<file path="config.mk">
export PLATFORM = sky130hd
export DESIGN_NAME = ptw_mem_responder
export DESIGN_NICKNAME = d
export VERILOG_FILES = /design/src/rtl/ptw_mem_responder.sv
export SDC_FILE = /design/constraint.sdc
export NUM_CORES = 1
export LEC_CHECK = 0
export BUFFER_PORTS_ARGS = -buffer_cell sky130_fd_sc_hd__clkbuf_2
export CORE_MARGIN = 2
export CORE_UTILIZATION = 49
export CTS_BUF_LIST = sky130_fd_sc_hd__clkbuf_4 sky130_fd_sc_hd__clkbuf_8
export DETAILED_ROUTE_END_ITERATION = 8
export PLACE_DENSITY = 0.82
export SLEW_MARGIN = 20
export SYNTH_ARGS = -nofsm -noshare
export SYNTH_HDL_FRONTEND = slang
export SYNTH_SLANG_ARGS = --single-unit
</file>
<file path="constraint.sdc">
create_clock -name clk -period 2.2 [get_ports clk]
set_input_delay 0.44 -clock clk [delete_from_list [all_inputs] [get_ports clk]]
set_output_delay 0.44 -clock clk [all_outputs]
set_load 0.05 [all_outputs]
</file>
<file path="src/rtl/ptw_mem_responder.sv">
// Serves page-table-walker PTE reads over the data bus: IDLE -> REQ -> WAIT -> RESP -> GAP.
// Define PTW_PTE_CACHE_EN to add a 4-entry direct-mapped PTE cache in front of the bus.
module ptw_mem_responder (
  input  logic        clk,
  input  logic        reset,
  input  logic        mem_req,
  input  logic [63:0] mem_addr,
  output logic [63:0] pte,
  output logic        pte_valid,
  output logic        bus_valid,
  output logic [63:0] bus_addr,
  output logic [2:0]  bus_size,
  input  logic        bus_addr_ok,
  input  logic        bus_data_ok,
  input  logic [63:0] bus_data,
  input  logic        flush,
  output logic        busy
);
  typedef enum logic [2:0] {IDLE, REQ, WAIT, RESP, GAP} state_t;

  state_t      state;
  logic        dropped;
  logic        in_flight;
  logic        data_done;
  logic        keep;
  logic        hit;
  logic [63:0] hit_pte;

  assign bus_size  = 3'd3;
  assign busy      = (state != IDLE);
  assign in_flight = (state == REQ) || (state == WAIT);
  assign data_done = bus_data_ok && ((state == WAIT) || ((state == REQ) && bus_addr_ok));
  // A walker that lets go of mem_req mid-transaction no longer wants the result.
  assign keep      = mem_req && !dropped;

`ifdef PTW_PTE_CACHE_EN
  logic [3:0]  cache_vld;
  logic [58:0] cache_tag [4];
  logic [63:0] cache_pte [4];
  logic        stale;
  logic        fill;
  logic [1:0]  idx;
  logic [1:0]  fill_idx;

  assign idx      = mem_addr[4:3];
  assign fill_idx = bus_addr[4:3];
  assign hit      = cache_vld[idx] && (cache_tag[idx] == mem_addr[63:5]) && !flush;
  assign hit_pte  = cache_pte[idx];
  // Data fetched across a flush may belong to the old translation; never cache it.
  assign fill     = data_done && keep && !stale && !flush;

  always_ff @(posedge clk) begin
    if (reset) begin
      cache_vld <= '0;
      stale     <= 1'b0;
    end else begin
      if ((state == IDLE) && mem_req)
        stale <= 1'b0;
      else if (flush && in_flight)
        stale <= 1'b1;
      if (flush)
        cache_vld <= '0;
      else if (fill)
        cache_vld[fill_idx] <= 1'b1;
    end
  end

  always_ff @(posedge clk) begin
    if (fill) begin
      cache_tag[fill_idx] <= bus_addr[63:5];
      cache_pte[fill_idx] <= bus_data;
    end
  end
`else
  logic unused_flush;
  assign unused_flush = flush;
  assign hit          = 1'b0;
  assign hit_pte      = '0;
`endif

  always_ff @(posedge clk) begin
    if (reset) begin
      state     <= IDLE;
      pte       <= '0;
      pte_valid <= 1'b0;
      bus_valid <= 1'b0;
      bus_addr  <= '0;
      dropped   <= 1'b0;
    end else begin
      pte_valid <= 1'b0;
      case (state)
        IDLE: begin
          if (mem_req) begin
            dropped <= 1'b0;
            if (mem_addr[2:0] != 3'd0) begin
              pte       <= '0;
              pte_valid <= 1'b1;
              state     <= RESP;
            end else if (hit) begin
              pte       <= hit_pte;
              pte_valid <= 1'b1;
              state     <= RESP;
            end else begin
              bus_addr  <= mem_addr;
              bus_valid <= 1'b1;
              state     <= REQ;
            end
          end
        end
        REQ, WAIT: begin
          if (!mem_req)
            dropped <= 1'b1;
          if ((state == REQ) && bus_addr_ok) begin
            bus_valid <= 1'b0;
            state     <= WAIT;
          end
          if (data_done) begin
            state <= RESP;
            if (keep) begin
              pte       <= bus_data;
              pte_valid <= 1'b1;
            end
          end
        end
        RESP:    state <= GAP;
        GAP:     state <= IDLE;
        default: state <= IDLE;
      endcase
    end
  end
endmodule

</file>
After elaboration in Yosys (flattened, before gate mapping)
Cells that the tools add are included.

Register bits: 134. Output and inout port bits: 134. Logic and storage cells: 55. Input bits: 134. RAM bits: 0. Bits in latches: 0. Memories: 0. Bits in read-only memories: 0.

Bitwise logic cells: 1. Multiplexer cells: 22. $lt $le $gt $ge: 0. Reduce and logical (&&, ||, !) cells: 15. Equality and inequality tests: 11. Shifts and indexed selects: 0. Add/sub/neg operators: 0. $mul: 0. Divide/modulo/power cells: 0.

Operator list (number): 64-bit two-way mux (4); 64-bit case mux with 2 select lines (1); 2-bit inequality test, second input constant (7); 1-bit two-way mux (9); 3-bit two-way mux (3); 3-bit case mux with 3 select lines (1); 3-bit by 2-bit == test with 1-bit output, second input constant (2); 1-bit case mux with 2 select lines (3); 3-bit AND reduction (2); 3-bit nonzero test (2); 5-bit AND reduction (1); 4-bit AND reduction (1); 3-bit by 1-bit == test with 1-bit output, second input constant (1); 1-bit logical AND (3); 3-bit zero test (1); 3-bit inequality test, second input constant (1); 2-bit two-way mux (1); 2-bit AND reduction (1); 2-bit nonzero test (1); 2-bit OR reduction (1); 1-bit zero test (1); 1-bit logical OR (1); 1-bit NOT (1).

Longest topological paths before layout
Depth after elaboration: 6. Depth in mapped cells: 7.

Least setup slack after synthesis
OpenSTA, ideal clock, no wires.

Path type: in2reg. From: in mem_addr[0]. To: reg pte[0]. Cell stages on the path: 6. Path slack: 530 ps. Arrival: 1585 ps. Data required time: 2116 ps. Buffers on the path: 3. Cells stage by stage: or3_1 > buf_2 > a21o_1 > buf_4 > buf_6 > o31ai_2.

Word-level cells in the longest chain between the ends: 3.

Ends and longest elaborated chain: start: declaration (RTL line 7) `input logic [63:0] mem_addr,`; 3-bit nonzero test (RTL line 95) `if (mem_addr[2:0] != 3'd0) begin`; 2-bit inequality test (no line); 5-bit AND reduction (no line); end signal: assignment (RTL line 100) `pte <= hit_pte;`; end signal: assignment (RTL line 120) `pte <= bus_data;`; end: declaration (RTL line 8) `output logic [63:0] pte,`.

Every way passes these cells. A chain may end at the register's enable or synchronous reset.

Worst setup path after layout
From: reg state[0]. To: out busy.

Word-level cells in the longest chain between the ends: 1.

Ends and longest elaborated chain: start: declaration (RTL line 21) `state_t state;`; start signal: assignment (RTL line 83) `state <= IDLE;`; start signal: assignment (RTL line 98) `state <= RESP;`; start signal: assignment (RTL line 102) `state <= RESP;`; 3-bit nonzero test (RTL line 30) `assign busy = (state != IDLE);`; end: declaration (RTL line 17) `output logic busy`.

Every way passes these cells.

==> impl_metrics.env <==
export IMPL_worstSetupEndpointType="output port"
export IMPL_nets=981
export IMPL_yosys_area_top_type_share_pct=45.5
export IMPL_r2r_end="pte[7]"
export IMPL_cts_buffers=17
export IMPL_synth_largest_area_cell="dfxtp_1"
export IMPL_die_y_um=114
export IMPL_holdCritPathClass="primary input to flop"
export IMPL_async_flop_share_pct=0
export IMPL_antenna_cells=0
export IMPL_cts_setup_buffers=0
export IMPL_finalHoldViolCount=0
export IMPL_wl_um=15700
export IMPL_hold_buffers=0
export IMPL_setup_viol=0
export IMPL_crit_arrival_ns=1.54
export IMPL_maxCapViolCount=0
export IMPL_synth_cell_types=33
export IMPL_ys_warn_count=0
export IMPL_fin_worst_skew_ns=0.00869
export IMPL_clk_path_buf_depth=2
export IMPL_wl_met3_um=1300
export IMPL_met1_length_um=6600
export IMPL_clk_latency_ns=0.42
export IMPL_ys_seq_area_share_pct=45.5
export IMPL_relSlewSlack_pct=29.9
export IMPL_place_gp_congestion=0.769
export IMPL_synth_commonest_cells="134 x dfxtp_1, 67 x inv_1, 66 x a21oi_1, 64 x o2111ai_1, 62 x o21ai_0"
export IMPL_rsz0062_at_grt="no"
export IMPL_design_power_total_mw=5.56
export IMPL_vdd_drop_max_v=0.000364
export IMPL_area_growth_syn_to_layout_pct=27.9
export IMPL_drive_above_1_share_pct=44.3
export IMPL_place_ws_ns=0.134
export IMPL_vias=5521
export IMPL_cp_required_ns=1.76
export IMPL_worstHoldStart="mem_addr[51]"
export IMPL_fmax_ghz=0.504
export IMPL_drc=0
export IMPL_holdWs_ns=0.245
export IMPL_r2r_cells=3
export IMPL_die_area_um2=12900
export IMPL_status="complete, no violations"
export IMPL_synth_edf_count=0
export IMPL_worst_slack_ns=0.216
export IMPL_period_share_pct=90.2
export IMPL_ios=268
export IMPL_grt_pass1_vias=5306
export IMPL_rows=40
export IMPL_top_layer="met4"
export IMPL_report_final_slew_viol_count=0
export IMPL_slowest_stage="dfxtp_1"
export IMPL_tightest_slew_ns=1.05
export IMPL_post_route_util_pct=63.6
export IMPL_path_clk_slew_ns=0.07
export IMPL_critical_path_startpoint_type="flop"
export IMPL_ys_top_cells_by_area="dfxtp_1 46%, o31ai_2 13%, o2111ai_1 9.5%"
export IMPL_drtIter0Drc=673
export IMPL_final_setup_tns_ns=0
export IMPL_grt_usage_pct=24.1
export IMPL_ys_ff_latch=134
export IMPL_crit_path_cell_trace="buf_4 > or3_1 > clkbuf_2"
export IMPL_cts_htree_levels=4
export IMPL_antenna_found_initial=0
export IMPL_ant_nets=0
export IMPL_core_area_um2=11900
export IMPL_p_per_area_nw_per_um2=738
export IMPL_cts_sinks=134
export IMPL_avgViaCountPerCell=5.48
export IMPL_criticalPathCategory="flop to output port"
export IMPL_cts_resized=0
export IMPL_ctsRootBufferMaster="clkbuf_8"
export IMPL_holdPathStages=3
export IMPL_synthesis_area_um2=5890
export IMPL_die_x_um=114
export IMPL_cpPeakStageDelay_ns=0.35
export IMPL_netlist_instances=631
export IMPL_regToRegStartpoint="state[1]"
export IMPL_drtPass1Iterations=4
export IMPL_p_leak_nw=3.10
export IMPL_place_hpwl_um=10100
export IMPL_synth_most_common_cell="dfxtp_1"
export IMPL_overflow=0
export IMPL_synth_avg_cell_area_um2=9.34
export IMPL_grt_pass1_wl_um=25500
export IMPL_crit_fanout=7
export IMPL_synth_main_ff_cell="dfxtp_1"
export IMPL_ff2ff_setup_slack_ns=0.22
export IMPL_start_util_pct=49.7
export IMPL_period_needed_ns=1.98
export IMPL_dr_wl_met2_um=7370
export IMPL_cts_tree="done"
export IMPL_holdPathEnd="bus_addr[51]"
export IMPL_portBuffers=263
export IMPL_grt_start_max_net_pins=67
export IMPL_post_drt_wl_per_cell_um=15.6
## cells by family after synthesis
logic type | share of synthesized area, %
flip-flops | 45.5
AND/OR/NAND/NOR | 7.71
other | 0.127
buffers and inverters | 12.0
AO/OA/AOI/OAI | 34.7
## cells in the final DEF, fill, tap and decap left out, types with 3 or more instances in the layout
cell,Yosys,routed
clkinv_2,0,6
inv_1,67,67
o21ai_0,62,62
buf_4,5,12
o2111ai_1,64,64
nand2b_1,3,3
a21oi_1,66,66
dfxtp_1,134,134
clkbuf_8,0,18
o31ai_2,60,60
clkbuf_4,0,4
buf_12,0,4
clkbuf_2,6,263
conb_1,2,3
o31ai_1,4,4
nand3_1,61,61
nor3b_1,4,3
## critical path: cells and delay by family, from the launching register on
family,cells,cell delay (ns)
and+or+nand+nor,1,0.34
buffers and inverters,2,0.43
DFF,1,0.35
## registers in the layout, summed over array words and instances, names as in the netlist
| register | cells |
|---|---|
| bus_addr | 64 |
| pte | 64 |
| state | 3 |
| bus_valid | 1 |
| dropped | 1 |
| pte_valid | 1 |
## area by class of cell
class,count,area (um^2)
Clock inverter,10,105
Sequential cell,134,2680
Multi-Input combinational cell,348,2550
Timing Repair Buffer,279,1490
Inverter,67,251
Clock buffer,22,278
Fill cell,1034,4320
Tap cell,147,184
## metrics by stage
stage               cell area, um^2  std cells
floorplan                      5900        632
global placement               7160        975
detailed placement             7160        975
CTS                            7540       1007
global route                   7540       1007
finish                         7540       1007
## routing by layer
layer  GRT usage [%]  up-vias
met4            10.2        0
met3            7.23       35
li1                -     2740
met1            29.4     2509
met2            39.8      237
met5               0        -
## how the worst max path moves through the flow
stage	startpoint	to	slack, ns	cells past startpoint
2_1_floorplan	mem_addr[0]	pte[0]	0.53	6
3_3_place_gp	bus_addr_ok	pte[7]	0.19	4
3_5_place_dp	bus_addr_ok	pte[7]	0.13	4
4_1_cts	state[0]	busy	0.19	3
5_1_grt	state[1]	pte[8]	0.09	3
6_report	state[0]	busy	0.22	3
## power breakdown
group / switching (mW) / internal (mW)
Clock: 0.930 / 1.08
Combinational: 0.745 / 0.269
Sequential: 0.0464 / 2.50
(Power assumes the default switching activity.)
